$ cat src/rtl/hdlc_pkg.sv
`default_nettype none
// ============================================================================
// Module   : hdlc_pkg
// Brief    : Shared types and constants for the HDLC run-length de-stuffer.
// Revision : 1.0 - initial release
// ============================================================================
package hdlc_pkg;

  typedef enum logic [1:0] {
    RUN   = 2'd0,
    DRAIN = 2'd1,
    ERR   = 2'd2
  } state_e;

  localparam int DEF_RUN_LEN = 5;
  localparam int FLAG_ONES   = DEF_RUN_LEN + 1;

  // Ones that, followed by a 0, form a flag for a given run length.
  function automatic int calc_flag_ones(input int run_len);
    return run_len + 1;
  endfunction

endpackage
`default_nettype wire

$ cat src/rtl/hdlc_run_destuffer.sv
`default_nettype none
// ============================================================================
// Module   : hdlc_run_destuffer
// Brief    : Registered HDLC bit de-stuffer with flag/abort detection and a
//            valid/ready payload stream.
// Revision : 1.0 - initial release
// ============================================================================
module hdlc_run_destuffer
  import hdlc_pkg::*;
#(
  parameter int RUN_LEN = 5,
  parameter int CNT_W   = $clog2(RUN_LEN + 3)
) (
  input  logic clk,
  input  logic reset,
  input  logic in_valid,
  output logic in_ready,
  input  logic din,
  output logic out_valid,
  input  logic out_ready,
  output logic dout,
  output logic flag,
  output logic abort,
  output logic stuff_rm,
  output logic in_frame
);

  localparam logic [CNT_W-1:0] C_FLAG  = CNT_W'(calc_flag_ones(RUN_LEN));
  localparam logic [CNT_W-1:0] C_STUFF = CNT_W'(RUN_LEN);
  localparam logic [CNT_W-1:0] C_ONE   = CNT_W'(1);

  state_e           state_q, state_d;
  logic [CNT_W-1:0] cnt_q, cnt_d;
  logic [CNT_W-1:0] pend_q, pend_d;
  logic             zero_q, zero_d;
  logic             frame_q, frame_d;
  logic             flag_q, flag_d;
  logic             abort_q, abort_d;
  logic             stuff_q, stuff_d;
  logic             w_accept;

  assign in_ready  = (state_q != DRAIN);
  assign out_valid = (state_q == DRAIN);
  assign dout      = out_valid & (pend_q != '0);
  assign flag      = flag_q;
  assign abort     = abort_q;
  assign stuff_rm  = stuff_q;
  assign in_frame  = frame_q;
  assign w_accept  = in_valid & in_ready;

  always_ff @(posedge clk) begin
    if (reset) begin
      state_q <= RUN;
      cnt_q   <= '0;
      pend_q  <= '0;
      zero_q  <= 1'b0;
      frame_q <= 1'b0;
      flag_q  <= 1'b0;
      abort_q <= 1'b0;
      stuff_q <= 1'b0;
    end else begin
      state_q <= state_d;
      cnt_q   <= cnt_d;
      pend_q  <= pend_d;
      zero_q  <= zero_d;
      frame_q <= frame_d;
      flag_q  <= flag_d;
      abort_q <= abort_d;
      stuff_q <= stuff_d;
    end
  end

  always_comb begin
    state_d = state_q;
    cnt_d   = cnt_q;
    pend_d  = pend_q;
    zero_d  = zero_q;
    frame_d = frame_q;
    flag_d  = 1'b0;
    abort_d = 1'b0;
    stuff_d = 1'b0;
    case (state_q)
      RUN: begin
        if (w_accept) begin
          if (din) begin
            if (cnt_q == C_FLAG) begin
              state_d = ERR;
              abort_d = 1'b1;
              frame_d = 1'b0;
            end else begin
              cnt_d = cnt_q + C_ONE;
            end
          end else begin
            cnt_d = '0;
            if (cnt_q == C_FLAG) begin
              flag_d  = 1'b1;
              frame_d = 1'b1;
            end else begin
              stuff_d = (cnt_q == C_STUFF);
              // Held ones are only replayed when a frame is open.
              if (frame_q) begin
                state_d = DRAIN;
                pend_d  = cnt_q;
                zero_d  = (cnt_q != C_STUFF);
              end
            end
          end
        end
      end
      DRAIN: begin
        if (out_ready) begin
          if (pend_q != '0) begin
            pend_d = pend_q - C_ONE;
            if ((pend_q == C_ONE) && !zero_q) begin
              state_d = RUN;
            end
          end else begin
            zero_d  = 1'b0;
            state_d = RUN;
          end
        end
      end
      ERR: begin
        if (w_accept && !din) begin
          state_d = RUN;
          cnt_d   = '0;
        end
      end
      default: state_d = RUN;
    endcase
  end

endmodule
`default_nettype wire

$ cat config.mk
export PLATFORM = sky130hd
export DESIGN_NAME = hdlc_run_destuffer
export DESIGN_NICKNAME = d
export VERILOG_FILES = /design/src/rtl/hdlc_pkg.sv /design/src/rtl/hdlc_run_destuffer.sv
export SDC_FILE = /design/constraint.sdc
export NUM_CORES = 1
export LEC_CHECK = 0
export ABC_AREA = 0
export ABC_CLOCK_PERIOD_IN_PS = 2620
export BUFFER_PORTS_ARGS = -buffer_cell sky130_fd_sc_hd__buf_2
export CAP_MARGIN = 20
export CORE_AREA = 3 3 40 42
export CTS_CLUSTER_DIAMETER = 40
export DETAILED_ROUTE_END_ITERATION = 6
export DIE_AREA = 0 0 43 45
export PLACE_DENSITY_LB_ADDON = 0.08
export SLEW_MARGIN = 20
export SYNTH_ARGS = -nofsm -noshare
export SYNTH_HDL_FRONTEND = slang
export SYNTH_SLANG_ARGS = --single-unit
export TNS_END_PERCENT = 30
$ cat constraint.sdc
create_clock -name clk -period 2.62 [get_ports clk]
set_input_delay 0.262 -clock clk [delete_from_list [all_inputs] [get_ports clk]]
set_output_delay 0.262 -clock clk [all_outputs]
set_load 0.02 [all_outputs]
==> results of run 1 <==
-- how the worst max path moves through the flow --
| stage | start | to | depth (start not counted) |
|---|---|---|---|
| floorplan | pend_q[0] | pend_q[0] | 7 |
| CTS | pend_q[0] | dout | 5 |
| detailed placement | pend_q[0] | pend_q[0] | 7 |
| global route | pend_q[0] | dout | 5 |
| finish | pend_q[0] | dout | 5 |
| global placement | pend_q[0] | pend_q[0] | 7 |
-- sequential cells by signal, indices dropped and copies added (netlist names) --
signal	flops
pend_q	3
abort	1
state_q	2
cnt_q	3
flag	1
zero_q	1
stuff_rm	1
in_frame	1
-- worst register-to-register path: stages (launching register included) --
cell and delay (ns):
dfxtp_1 0.42, inv_1 0.06, ha_1 0.20, ha_1 0.23
nor2_1 0.10, a32o_2 0.26, a21oi_2 0.08, a311oi_2 0.22
-- synth_stat cells, types with 2 or more instances --
cell and n:
dfxtp_1 13, nor2_1 9, inv_1 7, ha_1 6, nand2_1 6, nand2b_1 4, a211oi_1 3, nor3_1 3
a21oi_1 2, a21oi_2 2, and3_1 2, mux2i_1 2, nor2b_1 2, nor3b_1 2, o21ai_0 2
-- area by class of cell --
| cell class | instances | area share [%] |
|---|---|---|
| tap | 15 | 2.381 |
| inverter | 7 | 3.333 |
| multi-input combinational | 57 | 50.95 |
| sequential | 13 | 33.02 |
| clock buffer | 4 | 3.333 |
| timing repair buffer | 11 | 6.984 |
-- metal layers --
metal | global-route usage [%] | wire [µm] | vias to the layer above | part of all wire (%)
li1 | - | - | 304 | -
met1 | 19.80 | 684 | 241 | 51
met2 | 23.95 | 595 | 8 | 44
met3 | 2.789 | 51 | 4 | 3.8
met4 | 5.422 | 23 | 0 | 1.7
met5 | 0 | 0 | - | 0
-- through the flow --
stage	instances	power [W]	util, %
2_1_floorplan	80	0.0002248	-
3_3_place_gp	103	0.0002333	59.30
3_5_place_dp	103	0.0002336	59.30
4_1_cts	107	0.0003525	61.34
5_1_grt	107	0.0003667	61.34
6_report	107	0.0003512	61.34
-- power by group through the flow --
stage               clock network (W)  registers, W   logic, W
global route                 0.000133      0.000204  0.0000292
global placement                    0      0.000208  0.0000251
CTS                          0.000124      0.000204  0.0000253
finish                       0.000122      0.000204  0.0000250
detailed placement                  0      0.000208  0.0000251
floorplan                           0      0.000208  0.0000173
-- kinds of logic after synthesis --
family	after synthesis	synth area share [%]
AOI/OAI and AO/OA	18	20.14
xor gates and xnor gates	1	1.237
adders and majority gates	6	10.60
buffers and inverters	10	6.536
DFF	13	36.75
muxes	2	2.827
and+or+nand+nor	30	21.91
==> impl_metrics.csv, run 1 <==
group,metric,value,unit
min_path,worstHoldEndpoint,"in_frame",
clock_tree,cts_tree,"done",
clock_tree,cts_setup_buffers,0,
grt,grt_pass1_wl,2.173,mm
synth,synthTopCellsByArea,"dfxtp_1 (37%), ha_1 (11%), nor2_1 (4.8%)",
power_and_ir_drop,leakage,0.3459,nW
min_path,min_from,"din",
place,io_buffers,11,
power_and_ir_drop,seq_power_share,58.0,%
job,cap_violations,0,
worst_setup_path,cp_num_buf_inv,2,
synth,syn_area,708.2,µm²
clock_tree,clockBufferDepth,2,
synth,synthArstFlopShare,0,%
worst_setup_path,critical_path_arrival,1.45,ns
detailed_routing,drt_wl_total,1.354,mm
worst_setup_path,crit_path_max_incr_delay,0.42,ns
worst_setup_path,crit_chain,"inv_1 > ha_1 > ha_1 > nor2_1 > buf_2",
synth,ys_warn_count,0,
timing,final_hold_viol_count,0,
clock_tree,ctsHtreeMaxLevel,1,
worst_setup_path,crit_slowest_cell,"dfxtp_1",
min_path,whs_path_depth,2,
power_and_ir_drop,intPower,0.0002687,W
grt,grt_pass1_vias,497,
floorplanning,dieWidth,43,µm
worst_setup_path,crit_required,2.36,ns
place,post-dp-hpwl,1.037,mm
grt,grt_max_degree,11,
clock_tree,cts-root-buf,"clkbuf_4",
worst_setup_path,endpoint_kind,"primary output",
cells_and_area,drive_above_1_share,19.57,%
floorplanning,core,1285,µm²
floorplanning,die_area,1935,µm²
synth,syn_inst,80,
clock_tree,cts_buffers,3,
timing,holdWs,0.2469,ns
detailed_routing,dr.pass1.iters,4,
clock_tree,path_clk_slew,0.08,ns
cells_and_area,antennaDiodeCount,0,
cells_and_area,fill_cells,124,
detailed_routing,vias,557,
worst_setup_path,cp-start-kind,"register",
detailed_routing,detail-route-antenna-nets,0,
floorplanning,die_y,45,µm
cells_and_area,final_net_count,104,
cells_and_area,multi_input_area,401.6,µm²
timing,max_freq,585.3,MHz
floorplanning,boundaryPins,12,
power_and_ir_drop,ir_drop,0.2881,mV
place,post-place-ws,0.9975,ns
cells_and_area,syn_to_final_growth,11.31,%
cells_and_area,final_common_cell,"dfxtp_1",
timing,min_period_over_period,65.21,%
worst_setup_path,r2r_cells,7,
worst_setup_path,reg2reg_from,"pend_q[0]",
detailed_routing,drtIter0Drc,7,
synth,syn_avg_cell_area,8.852,µm²
cells_and_area,seqCellArea,260.3,µm²
synth,synth-seq-cells,13,
worst_setup_path,cp_top_family,"adder cells",
cells_and_area,fin_area,788.3,µm²
timing,finClkSkew,0.0002572,ns
clock_tree,ctsResizeCount,0,
floorplanning,start_util,55.11,%
synth,synth_top_flop_cell,"dfxtp_1",
grt,grt-ovfl-total,0,
synth,ys_types,30,
synth,ys_seq_area_share,36.75,%
timing,period_needed,1.708,ns
timing,final-setup-viol-count,0,
worst_setup_path,r2r-end,"pend_q[0]",
worst_setup_path,worstSetupPathType,"reg2out",
place,gp_congestion,0.7290,
timing,postLayoutSetupSlackWorst,0.9116,ns
worst_setup_path,worstPathMaxFanout,4,
synth,syn_nets,91,
grt,grt_use_total,14.81,%
clock_tree,ctsHoldBuffers,0,
status,status,"completed",
power_and_ir_drop,switching_share,23.48,%
timing,tightestPinTransition,0.3201,ns
detailed_routing,viasPerCell,5.206,
power_and_ir_drop,p_per_area,445.5,nW/µm²
min_path,hp-class,"in2reg",
timing,maxSlewHeadroom,78.63,%
place,place_area,762.0,µm²
power_and_ir_drop,combPwrFrac,7.1,%
timing,drv_slew,0,
detailed_routing,drc,0,
detailed_routing,wl_per_cell,12.65,µm
synth,synth_top_cell_by_area,"dfxtp_1",
cells_and_area,final_cell_mix,"dfxtp_1 (13), buf_2 (11), nor2_1 (9)",
grt,antenna_found_initial,0,
power_and_ir_drop,clkPwrFrac,34.9,%
worst_setup_path,crit_top_cell,"ha_1",
clock_tree,clk_latency,0.27,ns
timing,rsz0062_at_grt,"no",
synth,synth-edff-count,0,
timing,tns,0,ns
floorplanning,rows,13,
clock_tree,clock_sinks,13,
synth,yosysTopAreaCellShare,36.75,%
worst_setup_path,r2r_slack,0.98,ns
power_and_ir_drop,p_switching,0.00008247,W
Note: power is estimated with default switching activity, not from simulation.
==> run 2, diff against run 1 <==
--- a/config.mk
+++ b/config.mk
@@ -5,14 +5,14 @@
 export SDC_FILE = /design/constraint.sdc
 export NUM_CORES = 1
 export LEC_CHECK = 0
-export ABC_AREA = 0
-export ABC_CLOCK_PERIOD_IN_PS = 2620
+export ABC_AREA = 1
+export ABC_CLOCK_PERIOD_IN_PS = 1650
 export BUFFER_PORTS_ARGS = -buffer_cell sky130_fd_sc_hd__buf_2
 export CAP_MARGIN = 20
-export CORE_AREA = 3 3 40 42
+export CORE_MARGIN = 3
+export CORE_UTILIZATION = 54
 export CTS_CLUSTER_DIAMETER = 40
 export DETAILED_ROUTE_END_ITERATION = 6
-export DIE_AREA = 0 0 43 45
 export PLACE_DENSITY_LB_ADDON = 0.08
 export SLEW_MARGIN = 20
 export SYNTH_ARGS = -nofsm -noshare
==> constraint.sdc (replaced) <==
create_clock -name clk -period 1.65 [get_ports clk]
set_input_delay 0.165 -clock clk [delete_from_list [all_inputs] [get_ports clk]]
set_output_delay 0.165 -clock clk [all_outputs]
set_load 0.02 [all_outputs]
==> impl_metrics.csv, run 2 <==
group,metric,value,unit
status,status,"completed",
detailed_routing,drc,0,
timing,min_period_over_period,94.41,%
grt,antenna_found_initial,0,
synth,synthMostInstantiatedCell,"nand2_1",
synth,synthTopCellsByArea,"dfxtp_1 (32%), nand2_1 (14%), ha_1 (9.3%)",
clock_tree,clock_sinks,13,
worst_setup_path,reg2reg_from,"cnt_q[0]",
synth,synth-seq-cells,13,
detailed_routing,dr.pass1.iters,5,
clock_tree,path_clk_slew,0.08,ns
grt,grt_max_degree,12,
timing,period_needed,1.558,ns
timing,drv_slew,0,
worst_setup_path,r2r_cells,9,
detailed_routing,vias,771,
worst_setup_path,endpoint,"dout",
job,cap_violations,0,
cells_and_area,antennaDiodeCount,0,
worst_setup_path,cp-start-kind,"register",
timing,max_freq,641.9,MHz
place,gp_congestion,0.8642,
detailed_routing,detail-route-antenna-nets,0,
power_and_ir_drop,leakage,0.4387,nW
floorplanning,die_area,1986,µm²
cells_and_area,final_common_cell,"nand2_1",
cells_and_area,fill_cells,138,
synth,ys_seq_area_share,32.40,%
place,io_buffers,11,
cells_and_area,final_net_count,148,
grt,grt-ovfl-total,0,
synth,syn_inst,123,
synth,ys_types,19,
worst_setup_path,worstPathMaxFanout,4,
worst_setup_path,worstSetupPathType,"reg2out",
cells_and_area,final_cell_mix,"nand2_1 (30), inv_1 (15), nor2_1 (15)",
synth,synthArstFlopShare,0,%
cells_and_area,multi_input_area,451.7,µm²
timing,final_hold_viol_count,0,
clock_tree,cts_tree,"done",
cells_and_area,largestRegisters,"cnt_q: 3 flops, pend_q: 3 flops, state_q: 2 flops",
place,post-dp-hpwl,1.192,mm
synth,synth_top_cell_by_area,"dfxtp_1",
clock_tree,ctsHtreeMaxLevel,1,
floorplanning,dieWidth,44.57,µm
synth,yosysTopAreaCellShare,32.40,%
timing,holdWs,0.09255,ns
synth,synth-edff-count,0,
timing,maxSlewHeadroom,83.33,%
cells_and_area,drive_above_1_share,23.53,%
timing,tightestPinTransition,0.2498,ns
detailed_routing,drt_wl_total,1.582,mm
detailed_routing,drtIter0Drc,19,
cells_and_area,fin_area,890.9,µm²
floorplanning,rows,13,
clock_tree,cts_buffers,3,
clock_tree,cts-root-buf,"clkbuf_4",
floorplanning,die_y,44.57,µm
grt,grt_pass1_vias,687,
worst_setup_path,crit_required,1.48,ns
worst_setup_path,r2r_slack,0.16,ns
place,place_area,860.8,µm²
synth,ys_warn_count,0,
cells_and_area,syn_to_final_growth,10.90,%
worst_setup_path,r2r-end,"pend_q[0]",
floorplanning,start_util,59.50,%
synth,syn_area,803.3,µm²
min_path,hp-class,"in2reg",
clock_tree,clockBufferDepth,2,
grt,grt_pass1_wl,2.801,mm
detailed_routing,wl_per_cell,10.48,µm
synth,synth_top_flop_cell,"dfxtp_1",
synth,synth_commonest_cells,"nand2_1 (30), inv_1 (15), nor2_1 (15)",
timing,final-setup-viol-count,0,
worst_setup_path,critical_path_arrival,1.39,ns
cells_and_area,seqCellArea,261.5,µm²
floorplanning,boundaryPins,12,
power_and_ir_drop,p_per_area,645.2,nW/µm²
detailed_routing,viasPerCell,5.106,
synth,syn_avg_cell_area,6.531,µm²
floorplanning,core,1350,µm²
grt,grt_use_total,18.67,%
clock_tree,ctsHoldBuffers,0,
power_and_ir_drop,ir_drop,0.4655,mV
clock_tree,clk_latency,0.28,ns
worst_setup_path,endpoint_kind,"primary output",
worst_setup_path,critPathLaunch,"pend_q[0]",
synth,syn_nets,134,
timing,finClkSkew,0.006770,ns
run 2: cell types whose count changed in the layout (fill, tap and decap cells not counted), moves of 4 or more:
| cell | delta |
|---|---|
| nand2_1 | +24 |
| inv_2 | +5 |
| inv_1 | +8 |
| nand2_2 | +4 |
| nor2_1 | +6 |
| nor2_2 | +5 |
| nand3_1 | +11 |
| nand2b_1 | -4 |
run 2: critical path, stage by stage (launching register included):
cell     delay [ns]
dfxtp_2        0.35
inv_1          0.04
ha_1           0.19
ha_1           0.22
nor2_1         0.15
buf_4          0.16
run 2: how the worst min path moves through the flow:
stage | from | endpoint | cells past startpoint
after global placement | reset | state_q[1] | 2
after CTS | reset | cnt_q[2] | 2
after detailed placement | reset | state_q[1] | 2
after floorplan | reset | cnt_q[2] | 1
final | reset | cnt_q[2] | 2
after global routing | reset | state_q[1] | 2
run 2: final cells by class:
cell class / count / area share [%]
Sequential cell: 13 / 29.35
Clock buffer: 4 / 2.949
Multi-Input combinational cell: 88 / 50.70
Inverter: 20 / 8.427
Tap cell: 15 / 2.107
Timing Repair Buffer: 11 / 6.461
run 2: kinds of logic after synthesis:
group                      count (synthesis)  synth area share (%)
AOI/OAI and AO/OA                         13                 8.723
DFF                                       13                 32.40
buffers and inverters                     22                 11.37
and+or+nand+nor                           69                 38.16
adders and majority gates                  6                 9.346
run 2: what timing repair did:
| action | 4_1_cts | 5_1_grt |
|---|---|---|
| setup buffers | 0 | 0 |
| setup endpoints to repair | 0 | 2 |
| gates resized for setup | 0 | 3 |
run 2: per-layer routing:
layer | global-route usage, % | share of wire [%] | vias to the layer above
met5 | 0 | 0 | -
met3 | 4.472 | 7.2 | 3
met4 | 8.434 | 1.1 | 0
met2 | 27.22 | 42 | 31
li1 | - | - | 410
met1 | 25.67 | 49 | 327
run 2: where the power goes:
group	internal [W]	switching [W]	total [W]
Combinational	0.0000183	0.0000332	0.0000515
Sequential	0.000317	0.00000463	0.000322
Clock	0.0000938	0.000108	0.000202
run 2: stage by stage:
stage	total power, W	setup TNS [ns]	worst slack, ns	std cells	util [%]
global placement	0.0003794	0	0.1659	147	63.76
finish	0.0005748	0	0.09224	151	65.99
detailed placement	0.0003797	0	0.1755	147	63.76
floorplan	0.0003655	0	0.2093	123	-
CTS	0.0005807	0	0.02760	151	65.71
global route	0.0006021	-0.01624	-0.01624	151	65.99
==> run 3, diff against run 2 <==
--- a/config.mk
+++ b/config.mk
@@ -10,7 +10,7 @@
 export BUFFER_PORTS_ARGS = -buffer_cell sky130_fd_sc_hd__buf_2
 export CAP_MARGIN = 20
 export CORE_MARGIN = 3
-export CORE_UTILIZATION = 54
+export CORE_UTILIZATION = 47
 export CTS_CLUSTER_DIAMETER = 40
 export DETAILED_ROUTE_END_ITERATION = 6
 export PLACE_DENSITY_LB_ADDON = 0.08
==> impl_metrics.csv, run 3 (same netlist as run 2, synthesis figures left out) <==
group,metric,value,unit
timing,drv_slew,0,
timing,final_hold_viol_count,0,
timing,min_period_over_period,92.39,%
worst_setup_path,endpoint_kind,"primary output",
min_path,hp-class,"in2reg",
floorplanning,die_area,2241,µm²
clock_tree,ctsHoldBuffers,0,
min_path,whs_path_depth,2,
worst_setup_path,cp-start-kind,"register",
cells_and_area,final_net_count,148,
detailed_routing,drt_wl_total,1.583,mm
clock_tree,cts_tree,"done",
timing,maxSlewHeadroom,83.51,%
floorplanning,rows,14,
detailed_routing,detail-route-antenna-nets,0,
floorplanning,dieWidth,47.34,µm
timing,finClkSkew,0.0007082,ns
place,dp_cells,148,
clock_tree,clockBufferDepth,2,
worst_setup_path,crit_required,1.48,ns
power_and_ir_drop,p_per_area,628.8,nW/µm²
worst_setup_path,critical_path_arrival,1.36,ns
clock_tree,ctsHtreeMaxLevel,1,
clock_tree,cts_buffers,3,
clock_tree,clock_sinks,13,
floorplanning,die_y,47.34,µm
detailed_routing,dr.pass1.iters,4,
clock_tree,cts-root-buf,"clkbuf_4",
place,gp_congestion,0.7990,
timing,max_freq,656.0,MHz
worst_setup_path,worstPathMaxFanout,4,
status,status,"completed",
detailed_routing,viasPerCell,4.928,
grt,grt_pass1_vias,603,
cells_and_area,syn_to_final_growth,11.53,%
timing,tns,0,ns
cells_and_area,final_cell_mix,"nand2_1 (30), inv_1 (15), nor2_1 (14)",
worst_setup_path,worstSetupPathType,"reg2out",
power_and_ir_drop,total_power,0.0005633,W
timing,tightestPinTransition,0.2471,ns
timing,holdWs,0.1063,ns
cells_and_area,largestRegisters,"cnt_q: 3 flops, pend_q: 3 flops, state_q: 2 flops",
cells_and_area,fill_cells,155,
place,io_buffers,11,
detailed_routing,wl_per_cell,10.41,µm
power_and_ir_drop,ir_drop,0.3719,mV
clock_tree,cts_setup_buffers,0,
timing,final-setup-viol-count,0,
detailed_routing,drc,0,
grt,grt_use_total,16.40,%
cells_and_area,final_cells,152,
power_and_ir_drop,leakage,0.4390,nW
clock_tree,clk_latency,0.27,ns
floorplanning,boundaryPins,12,
detailed_routing,vias,749,
place,post-dp-hpwl,1.213,mm
floorplanning,start_util,51.52,%
grt,grt_max_degree,12,
grt,grt-ovfl-total,0,
timing,rsz0062_at_grt,"no",
timing,period_needed,1.524,ns
cells_and_area,drive_above_1_share,25.00,%
grt,antenna_found_initial,0,
floorplanning,core,1559,µm²
detailed_routing,drtIter0Drc,20,
cells_and_area,final_common_cell,"nand2_1",
cells_and_area,final_util,57.46,%
cells_and_area,antennaDiodeCount,0,
worst_setup_path,r2r_cells,8,
clock_tree,path_clk_slew,0.07,ns
job,cap_violations,0,
grt,grt_pass1_wl,2.594,mm
==> run 3: final cells by class <==
type | count | area, µm² | area share, %
Timing Repair Buffer | 11 | 57.56 | 6.425
Inverter | 20 | 75.07 | 8.380
Tap cell | 16 | 20.02 | 2.235
Sequential cell | 13 | 262.8 | 29.33
Multi-Input combinational cell | 88 | 454.2 | 50.70
Clock buffer | 4 | 26.28 | 2.933
==> run 3: timing repair <==
item                                    CTS  global route
endpoints found under the setup margin    0             5
endpoints found under the hold margin     0             0
gates resized for setup                   0             5
==> run 3: final timing paths <==
check	start	endpoint	slack, ns
setup / recovery	pend_q[0]	dout	0.13
hold / removal	reset	state_q[1]	0.11
setup reg to reg	pend_q[0]	pend_q[0]	0.22
hold reg to reg	pend_q[1]	pend_q[1]	0.50
==> run 3: report_power, final <==
group | switching, W | internal [W] | total [W]
sequential | 0.00000471 | 0.000317 | 0.000322
combinational | 0.0000336 | 0.0000185 | 0.0000522
clock | 0.0000955 | 0.0000936 | 0.000189
==> run 3: stage by stage <==
stage	instance area [µm²]	worst slack, ns
floorplan	803.3	0.2093
global placement	862.1	0.1353
detailed placement	862.1	0.1595
CTS	888.4	0.02526
global route	895.9	0.04797
finish	895.9	0.1256
==> run 3: layer usage <==
layer / wire length [µm] / up-vias / GRT usage [%]
met1: 845 / 323 / 23.25
met5: 0 / - / 0
li1: - / 411 / -
met3: 60 / 2 / 5.747
met4: 10 / 0 / 4.972
met2: 666 / 13 / 22.99
==> run 3: critical path, stage by stage (launching register included) <==
cell and delay [ns]:
dfxtp_2 0.35, inv_1 0.05, ha_1 0.19, ha_1 0.22, nor2_2 0.13, buf_4 0.15
